$ cat src/rtl/ros_measure_sequencer.sv
// Round sequencer for the ring-oscillator measurement path: clear, gate, latch,
// then serialise each enabled oscillator count as a {HEADER, count} frame, MSB first.
module ros_measure_sequencer #(
  parameter int         COUNTER_LENGTH = 20,
  parameter int         NUM_ROS        = 3,
  parameter int         GATE_WIDTH     = 16,
  parameter int         SYNC_DELAY     = 4,
  parameter logic [3:0] HEADER         = 4'b1010
) (
  input  logic                              i_clk,
  input  logic                              i_reset,
  input  logic                              i_start,
  input  logic                              i_continuous,
  input  logic [NUM_ROS-1:0]                i_ros_mask,
  input  logic [GATE_WIDTH-1:0]             i_gate_cycles,
  input  logic [NUM_ROS*COUNTER_LENGTH-1:0] i_cycle_count_flat,
  output logic                              o_ctr_reset,
  output logic                              o_latch_counter,
  output logic [1:0]                        o_counter_select,
  output logic                              o_ser_data,
  output logic                              o_ser_valid,
  output logic                              o_frame_start,
  output logic                              o_busy,
  output logic                              o_done
);

  localparam int FRAME_LEN = COUNTER_LENGTH + 4;
  localparam int CNT_W     = (GATE_WIDTH > 8) ? GATE_WIDTH : 8;

  typedef enum logic [2:0] {
    S_IDLE   = 3'd0,
    S_CLEAR  = 3'd1,
    S_GATE   = 3'd2,
    S_LATCH  = 3'd3,
    S_SETTLE = 3'd4,
    S_LOAD   = 3'd5,
    S_SHIFT  = 3'd6
  } state_t;

  state_t                    r_state;
  state_t                    w_next_state;
  logic [CNT_W-1:0]          r_cnt;
  logic [CNT_W-1:0]          w_cnt_next;
  logic [NUM_ROS-1:0]        r_mask;
  logic [NUM_ROS-1:0]        w_mask_next;
  logic [GATE_WIDTH-1:0]     r_gate;
  logic [GATE_WIDTH-1:0]     w_gate_next;
  logic [GATE_WIDTH-1:0]     w_live_gate;
  logic [1:0]                r_sel;
  logic [1:0]                w_sel_next;
  logic [FRAME_LEN-1:0]      r_shreg;
  logic [FRAME_LEN-1:0]      w_shreg_next;
  logic [COUNTER_LENGTH-1:0] w_sel_count;
  logic [2:0]                w_lowest;
  logic [2:0]                w_higher;
  logic                      w_done_next;

  // Returns {found, index} of the lowest set mask bit at or above 'from'.
  function automatic logic [2:0] find_set(input logic [NUM_ROS-1:0] mask, input logic [2:0] from);
    logic [2:0] res;
    res = 3'b000;
    for (int i = NUM_ROS - 1; i >= 0; i--) begin
      if (mask[i] && (i >= int'(from))) begin
        res = {1'b1, 2'(i)};
      end
    end
    return res;
  endfunction

  assign o_counter_select = r_sel;
  assign o_ser_data       = r_shreg[FRAME_LEN-1];
  assign w_live_gate      = (i_gate_cycles == {GATE_WIDTH{1'b0}}) ? GATE_WIDTH'(1) : i_gate_cycles;
  assign w_lowest         = find_set(r_mask, 3'd0);
  assign w_higher         = find_set(r_mask, {1'b0, r_sel} + 3'd1);

  // Count slice of the currently selected oscillator.
  always_comb begin
    w_sel_count = {COUNTER_LENGTH{1'b0}};
    for (int i = 0; i < NUM_ROS; i++) begin
      if (r_sel == 2'(i)) begin
        w_sel_count = i_cycle_count_flat[i*COUNTER_LENGTH +: COUNTER_LENGTH];
      end else begin
        w_sel_count = w_sel_count;
      end
    end
  end

  // Next-state and datapath update logic.
  always_comb begin
    w_next_state = r_state;
    w_cnt_next   = r_cnt;
    w_mask_next  = r_mask;
    w_gate_next  = r_gate;
    w_sel_next   = r_sel;
    w_shreg_next = r_shreg;
    w_done_next  = 1'b0;
    case (r_state)
      S_IDLE: begin
        if (i_start && (i_ros_mask != {NUM_ROS{1'b0}})) begin
          w_next_state = S_CLEAR;
          w_mask_next  = i_ros_mask;
          w_gate_next  = w_live_gate;
          w_cnt_next   = CNT_W'(SYNC_DELAY - 1);
        end else begin
          w_next_state = S_IDLE;
        end
      end
      S_CLEAR: begin
        if (r_cnt == CNT_W'(0)) begin
          w_next_state = S_GATE;
          w_cnt_next   = CNT_W'(r_gate) - CNT_W'(1);
        end else begin
          w_cnt_next = r_cnt - CNT_W'(1);
        end
      end
      S_GATE: begin
        if (r_cnt == CNT_W'(0)) begin
          w_next_state = S_LATCH;
          w_cnt_next   = CNT_W'(SYNC_DELAY - 1);
        end else begin
          w_cnt_next = r_cnt - CNT_W'(1);
        end
      end
      S_LATCH: begin
        if (r_cnt == CNT_W'(0)) begin
          w_next_state = S_SETTLE;
          w_cnt_next   = CNT_W'(SYNC_DELAY - 1);
        end else begin
          w_cnt_next = r_cnt - CNT_W'(1);
        end
      end
      S_SETTLE: begin
        if (r_cnt == CNT_W'(0)) begin
          w_next_state = S_LOAD;
          w_sel_next   = w_lowest[1:0];
        end else begin
          w_cnt_next = r_cnt - CNT_W'(1);
        end
      end
      S_LOAD: begin
        w_next_state = S_SHIFT;
        w_shreg_next = {HEADER, w_sel_count};
        w_cnt_next   = CNT_W'(FRAME_LEN - 1);
      end
      S_SHIFT: begin
        // Zero-filling shift leaves the register clear once the frame is out.
        w_shreg_next = r_shreg << 1;
        if (r_cnt != CNT_W'(0)) begin
          w_cnt_next = r_cnt - CNT_W'(1);
        end else if (w_higher[2]) begin
          w_next_state = S_LOAD;
          w_sel_next   = w_higher[1:0];
        end else if (i_continuous) begin
          if (i_ros_mask != {NUM_ROS{1'b0}}) begin
            w_next_state = S_CLEAR;
            w_mask_next  = i_ros_mask;
            w_gate_next  = w_live_gate;
            w_cnt_next   = CNT_W'(SYNC_DELAY - 1);
          end else begin
            w_next_state = S_IDLE;
          end
        end else begin
          w_next_state = S_IDLE;
          w_done_next  = 1'b1;
        end
      end
      default: begin
        w_next_state = S_IDLE;
      end
    endcase
  end

  // State, datapath and registered control outputs.
  always_ff @(posedge i_clk) begin
    if (i_reset) begin
      r_state         <= S_IDLE;
      r_cnt           <= CNT_W'(0);
      r_mask          <= {NUM_ROS{1'b0}};
      r_gate          <= GATE_WIDTH'(1);
      r_sel           <= 2'd0;
      r_shreg         <= {FRAME_LEN{1'b0}};
      o_ctr_reset     <= 1'b1;
      o_latch_counter <= 1'b0;
      o_ser_valid     <= 1'b0;
      o_frame_start   <= 1'b0;
      o_busy          <= 1'b0;
      o_done          <= 1'b0;
    end else begin
      r_state         <= w_next_state;
      r_cnt           <= w_cnt_next;
      r_mask          <= w_mask_next;
      r_gate          <= w_gate_next;
      r_sel           <= w_sel_next;
      r_shreg         <= w_shreg_next;
      o_ctr_reset     <= (w_next_state == S_IDLE) || (w_next_state == S_CLEAR);
      o_latch_counter <= (w_next_state == S_LATCH);
      o_ser_valid     <= (w_next_state == S_SHIFT);
      o_frame_start   <= (r_state == S_LOAD);
      o_busy          <= (w_next_state != S_IDLE);
      o_done          <= w_done_next;
    end
  end

endmodule

$ cat config.mk
export PLATFORM = sky130hd
export DESIGN_NAME = ros_measure_sequencer
export DESIGN_NICKNAME = d
export VERILOG_FILES = /design/src/rtl/ros_measure_sequencer.sv
export SDC_FILE = /design/constraint.sdc
export NUM_CORES = 1
export LEC_CHECK = 0
export CELL_PAD_IN_SITES_DETAIL_PLACEMENT = 1
export CELL_PAD_IN_SITES_GLOBAL_PLACEMENT = 1
export CORE_ASPECT_RATIO = 1.1
export CORE_MARGIN = 5
export CORE_UTILIZATION = 33
export CTS_CLUSTER_DIAMETER = 200
export DETAILED_ROUTE_END_ITERATION = 8
export HOLD_SLACK_MARGIN = 0.03
export PLACE_DENSITY = 0.76
export SLEW_MARGIN = 20
export SYNTH_ARGS = -nofsm -noshare
export SYNTH_HDL_FRONTEND = slang
export SYNTH_SLANG_ARGS = --single-unit
$ cat constraint.sdc
create_clock -name i_clk -period 2.25 [get_ports i_clk]
set_input_delay 0.3375 -clock i_clk [delete_from_list [all_inputs] [get_ports i_clk]]
set_output_delay 0.3375 -clock i_clk [all_outputs]
set_load 0.03 [all_outputs]
## Yosys cells after proc, flatten, opt, wreduce, memory -nomap -nowiden

Cells that the tools add are included.

- Input bits: 83
- Register bits: 70
- Output and inout bits: 9

- Eq/ne operators: 22
- Mux-type cells: 47
- Bitwise operators: 1
- Add/subtract/negate cells: 3
- Magnitude comparators: 3
- Reduce and logical (&&, ||, !) cells: 22

Operator list:

| kind | count |
|---|---|
| 16-bit 2-to-1 mux | 14 |
| 16-bit case mux with 6 select lines | 1 |
| 20-bit 2-to-1 mux | 3 |
| 24-bit case mux with 2 select lines | 1 |
| 3-bit 2-to-1 mux | 15 |
| 16-bit logical NOT | 2 |
| 16-bit case mux with 2 select lines | 1 |
| 16-bit by 1-bit subtractor with 16-bit output (second input constant) | 2 |
| 3-bit case mux with 7 select lines | 1 |
| 2-bit inequality test (second input constant) | 8 |
| 16-bit nonzero test | 1 |
| 3-bit == test (second input constant) | 4 |
| 2-bit 2-to-1 mux | 6 |
| 6-bit AND reduction | 2 |
| 3-bit by 2-bit == test with 1-bit output (second input constant) | 3 |
| 3-bit inequality test (second input constant) | 3 |
| 3-bit by 1-bit == test with 1-bit output (second input constant) | 2 |
| 1-bit by 3-bit >= comparator with 1-bit output (first input constant) | 2 |
| 3-bit logical NOT | 2 |
| 3-bit case mux with 2 select lines | 1 |
| 2-bit nonzero test | 3 |
| 3-bit nonzero test | 2 |
| 6-bit nonzero test | 1 |
| 1-bit logical AND | 4 |
| other kinds (12) | 14 |

## Longest topological paths before layout

- Depth in word-level cells: 11
- Gate-level depth with buffers: 10

## Worst setup path after synthesis

No wires, ideal clock.

- Path type: register to register
- Start: reg r_cnt[0]
- End: reg r_cnt[9]
- Slack: 0.142 ns
- Buffers on the path: 2
- Data arrival time: 2.038 ns
- Required time: 2.179 ns
- Setup time: 0.071 ns
- Cell stages (with the launch flop): 11
- Cells stage by stage: dfxtp_1 inv_1 ha_1 nor4b_1 nand4_1 buf_2 or3_1 buf_2 o32ai_1 nand2_1 a21oi_1

- Longest elaborated chain between the ends: 3
- Elaborated cells between the ends (all ways): 13

Ends and longest elaborated chain:

| item | line | source |
|---|---|---|
| from (decl) | 42 | `logic [CNT_W-1:0] r_cnt;` |
| from (signal assigned) | 190 | `r_cnt <= w_cnt_next;` |
| 16-bit by 1-bit subtractor with 16-bit output, or another cell as far along | - |  |
| 16-bit 2-to-1 mux, or another cell as far along | 148 | `if (r_cnt != CNT_W'(0)) begin` |
| 16-bit case mux with 6 select lines or 6-bit AND reduction (tied branches) | - |  |

Several ways; a longest one is shown, not always the timed one. The select of a mux whose other input is x is not followed.
A chain may end at the register's enable or synchronous reset.

## Worst setup path in the final report

- Start: reg r_cnt[0]
- End: reg r_gate[0]

- Longest elaborated chain between the ends: 3

Ends and longest elaborated chain:

| item | line | source |
|---|---|---|
| 16-bit nonzero test | 148 |  |
| 2-bit inequality test (no line) | - |  |
| 6-bit AND reduction (no line) | - |  |
| to (signal assigned) | 192 | `r_gate <= w_gate_next;` |
| to (decl) | 46 | `logic [GATE_WIDTH-1:0] r_gate;` |

No other way between the ends.

==> results.py <==
metrics = {
    "setup_path": {
        "worstRegToRegCells": 10,
        "crit_required_ps": 2470,
        "r2r_start": "r_cnt[0]$_SDFFE_PP0P_",
        "slowest_delay_ps": 330,
        "arrival_ps": 2380,
        "endpoint_kind": "register",
        "rr_endpoint": "r_gate[0]$_SDFFE_PP1P_",
        "slowest_stage": "a211o_1",
        "path_max_fanout": 20,
        "crit_chain": "inv_1 > ha_1 > nor4b_2 > buf_4 > nand4_1 > buf_6 > nor2_2 > o21ai_2 > buf_12 > a211o_1",
        "critPathLaunchType": "register",
        "path_buf_inv": 4,
        "critPathTopFamily": "buffers and inverters",
        "crit_type": "reg2reg",
        "r2r_slack_ps": 90,
    },
    "synthesis": {
        "async_flop_share": 0,
        "synth_cells": 521,
        "synth_top_area_cell": "dfxtp_1",
        "synthXorXnorAreaFrac": 0.02810,
        "synth_edf_count": 0,
        "synth_top_family_by_area": "simple AND/OR/NAND/NOR gates",
        "ys_ff_latch": 70,
        "synth_fp_nets": 607,
        "synth.avg_cell_area_um2": 7.776,
        "yosysWarnings": 0,
        "synth-simple-area-share": 0.2434,
        "ys_seq_area_frac": 0.3459,
        "ys_types": 52,
        "synth_area_leaders": "dfxtp_1 35%, mux2i_1 9.4%, o211ai_1 7.6%",
        "synth_top_cell_area_share": 0.3459,
        "synth-compound-area-share": 0.2326,
        "synthMuxAreaShare": 0.09389,
        "synth_area_mm2": 0.004051,
        "synthAdderAreaFrac": 0.009265,
        "ys.flop_type": "dfxtp_1",
    },
    "power": {
        "power.density_mw_per_mm2": 1238,
        "peakVddDrop_mv": 0.7996,
        "leakage_nw": 2.099,
    },
    "run": {
        "maxCapViolations": 0,
    },
    "place": {
        "placed_cells": 782,
        "place_area_mm2": 0.005464,
        "dp_hpwl_um": 10550,
        "numPortBuffers": 91,
        "gp_congestion": 0.8479,
        "detailedPlace.worstSlack_ps": -50.61,
    },
    "global_route": {
        "antenna_found_initial": 0,
        "first_global_vias": 4689,
        "grt-ovfl-total": 0,
        "track_usage": 0.1940,
        "grt_max_degree": 43,
        "grt_pass1_wl_um": 23150,
    },
    "cts": {
        "htree_num_levels": 3,
        "clk_pin_slew_ps": 60,
        "cts-root-buf": "clkbuf_16",
        "cts_max_path_buffers": 2,
        "insertion_delay_ps": 340,
        "holdBufCountCts": 0,
        "cts_tree": "done",
        "cts_buffers": 9,
        "cts_sinks": 70,
    },
    "floorplan": {
        "die_area_mm2": 0.01460,
        "fp.dieW_um": 115.6,
        "rows": 42,
        "start_util": 0.3367,
        "io_pins": 92,
        "core_region_area_mm2": 0.01203,
        "die_h_um": 126.2,
    },
    "finish": {
        "areaGrowthSynthToFinish_pct": 44.72,
        "utilization": 0.4872,
        "num_antenna_cells": 0,
        "multi_input_area_mm2": 0.002505,
        "drive_gt1_frac": 0.1517,
        "fin_nets": 727,
        "fillers": 1442,
        "seq_area_mm2": 0.001404,
        "fin_area_mm2": 0.005863,
        "final_cells": 800,
    },
    "worst_hold_path": {
        "hp-class": "in2reg",
        "hold_depth": 3,
        "min_from": "i_reset",
        "hold_end": "r_cnt[8]$_SDFFE_PP0P_",
    },
    "drt": {
        "postRouteAntennaNets": 0,
        "vias_per_cell": 5.448,
        "wl_per_cell_um": 17.83,
        "vias": 4358,
        "drt_iter0_markers": 201,
        "drtPass1Iterations": 4,
        "wirelength_um": 14270,
        "drc": 0,
    },
    "timing": {
        "timing.hold.ws_ps": 369.9,
        "final_max_slew_viol_count": 0,
        "relSlewSlack": 0.6322,
        "finalCritPeriodShare": 0.9588,
        "fin_ws_ps": 92.75,
        "fin_crit_ps": 2157,
        "max_clock_freq_ghz": 0.4636,
        "finalSetupViolCount": 0,
        "report.final.hold_viol_count": 0,
        "worst_slew_pin_slew_ps": 547.6,
        "fin_skew_ps": 5.451,
    },
    "status": {
        "outcome": "complete, no violations",
    },
}
metal layers:
layer  routed length, um  track usage
met1                5917       0.2259
met2                7520       0.3563
met5                   0            0
met3                 653      0.03647
met4                 176      0.05597
state kept, by name, summed over array words and instances, names as in the netlist:
name              flops
o_frame_start         1
o_ser_valid           1
o_counter_select      2
o_done                1
r_cnt                16
r_gate               16
o_ctr_reset           1
o_latch_counter       1
o_busy                1
r_mask                3
r_shreg              24
r_state               3
worst register-to-register path: cells and delay by family (launching register included):
kind / cells / cell delay (ps)
AO/OA/AOI/OAI: 2 / 430
adder cells (fa/ha/maj): 1 / 170
buffers and inverters: 4 / 620
AND/OR/NAND/NOR: 3 / 510
flip-flops: 1 / 320
what timing repair did:
item	CTS	global route
pin swaps	0	1
gates resized for setup	1	11
gates cloned	0	0
setup buffers	0	2
setup endpoints to repair	1	36
worst max-delay path by stage:
stage / from / end / slack [ps] / cells past startpoint
2_1_floorplan: r_cnt[0]$_SDFFE_PP0P_ / r_cnt[9]$_SDFFE_PP0P_ / 140 / 10
3_3_place_gp: i_ros_mask[2] / r_gate[0]$_SDFFE_PP1P_ / 30 / 8
3_5_place_dp: i_ros_mask[0] / r_cnt[0]$_SDFFE_PP0P_ / -50 / 8
4_1_cts: r_gate[0]$_SDFFE_PP1P_ / r_cnt[7]$_SDFFE_PP0P_ / 2 / 6
5_1_grt: r_cnt[0]$_SDFFE_PP0P_ / r_gate[0]$_SDFFE_PP1P_ / -30 / 10
6_report: r_cnt[0]$_SDFFE_PP0P_ / r_gate[0]$_SDFFE_PP1P_ / 90 / 10
area by class of cell:
class | instances | area share
multi-input cells | 403 | 0.4272
repair buffers | 149 | 0.2375
inverters | 8 | 0.005122
well taps | 154 | 0.03286
clock inverters | 5 | 0.01814
flip-flops and latches | 70 | 0.2394
clock buffers | 11 | 0.03969
cell families after synthesis:
| kind of cell | after synthesis |
|---|---|
| AND/OR/NAND/NOR | 204 |
| AO/OA/AOI/OAI | 145 |
| flip-flops | 70 |
| buffers and inverters | 48 |
| multiplexers | 38 |
| XOR/XNOR | 13 |
| adder cells (fa/ha/maj) | 3 |
power by group:
group / switching [W] / internal [W] / leakage (nW)
Sequential: 0.000212 / 0.00145 / 0.569
Clock: 0.000550 / 0.00109 / 0.160
Combinational: 0.00218 / 0.00178 / 1.37
cell usage after synthesis, drive strengths merged, types with 5 or more instances:
cell type,number
a21oi,39
a22oi,5
buf,8
clkbuf,32
dfxtp,70
inv,8
mux2i,38
nand2,62
nand2b,6
nand3,5
nor2,72
nor3,14
nor4,13
nor4b,5
o211ai,41
o21ai,29
o22ai,7
xnor2,10
cells in the final DEF, fill, tap and decap left out, types with 14 or more instances in the layout:
master	count
buf_4	54
dfxtp_1	68
nor2_1	70
nand2_1	62
a21oi_1	39
mux2i_1	38
clkdlybuf4s50_1	89
o21ai_0	24
nor3_1	14
o211ai_1	41
metrics by stage:
step	power, W	TNS [ps]
floorplan	0.003872	0
global placement	0.005223	0
detailed placement	0.005378	-163.9
CTS	0.007053	0
global route	0.007729	-36.28
finish	0.007258	0
Power figures use the tool's default switching activity.
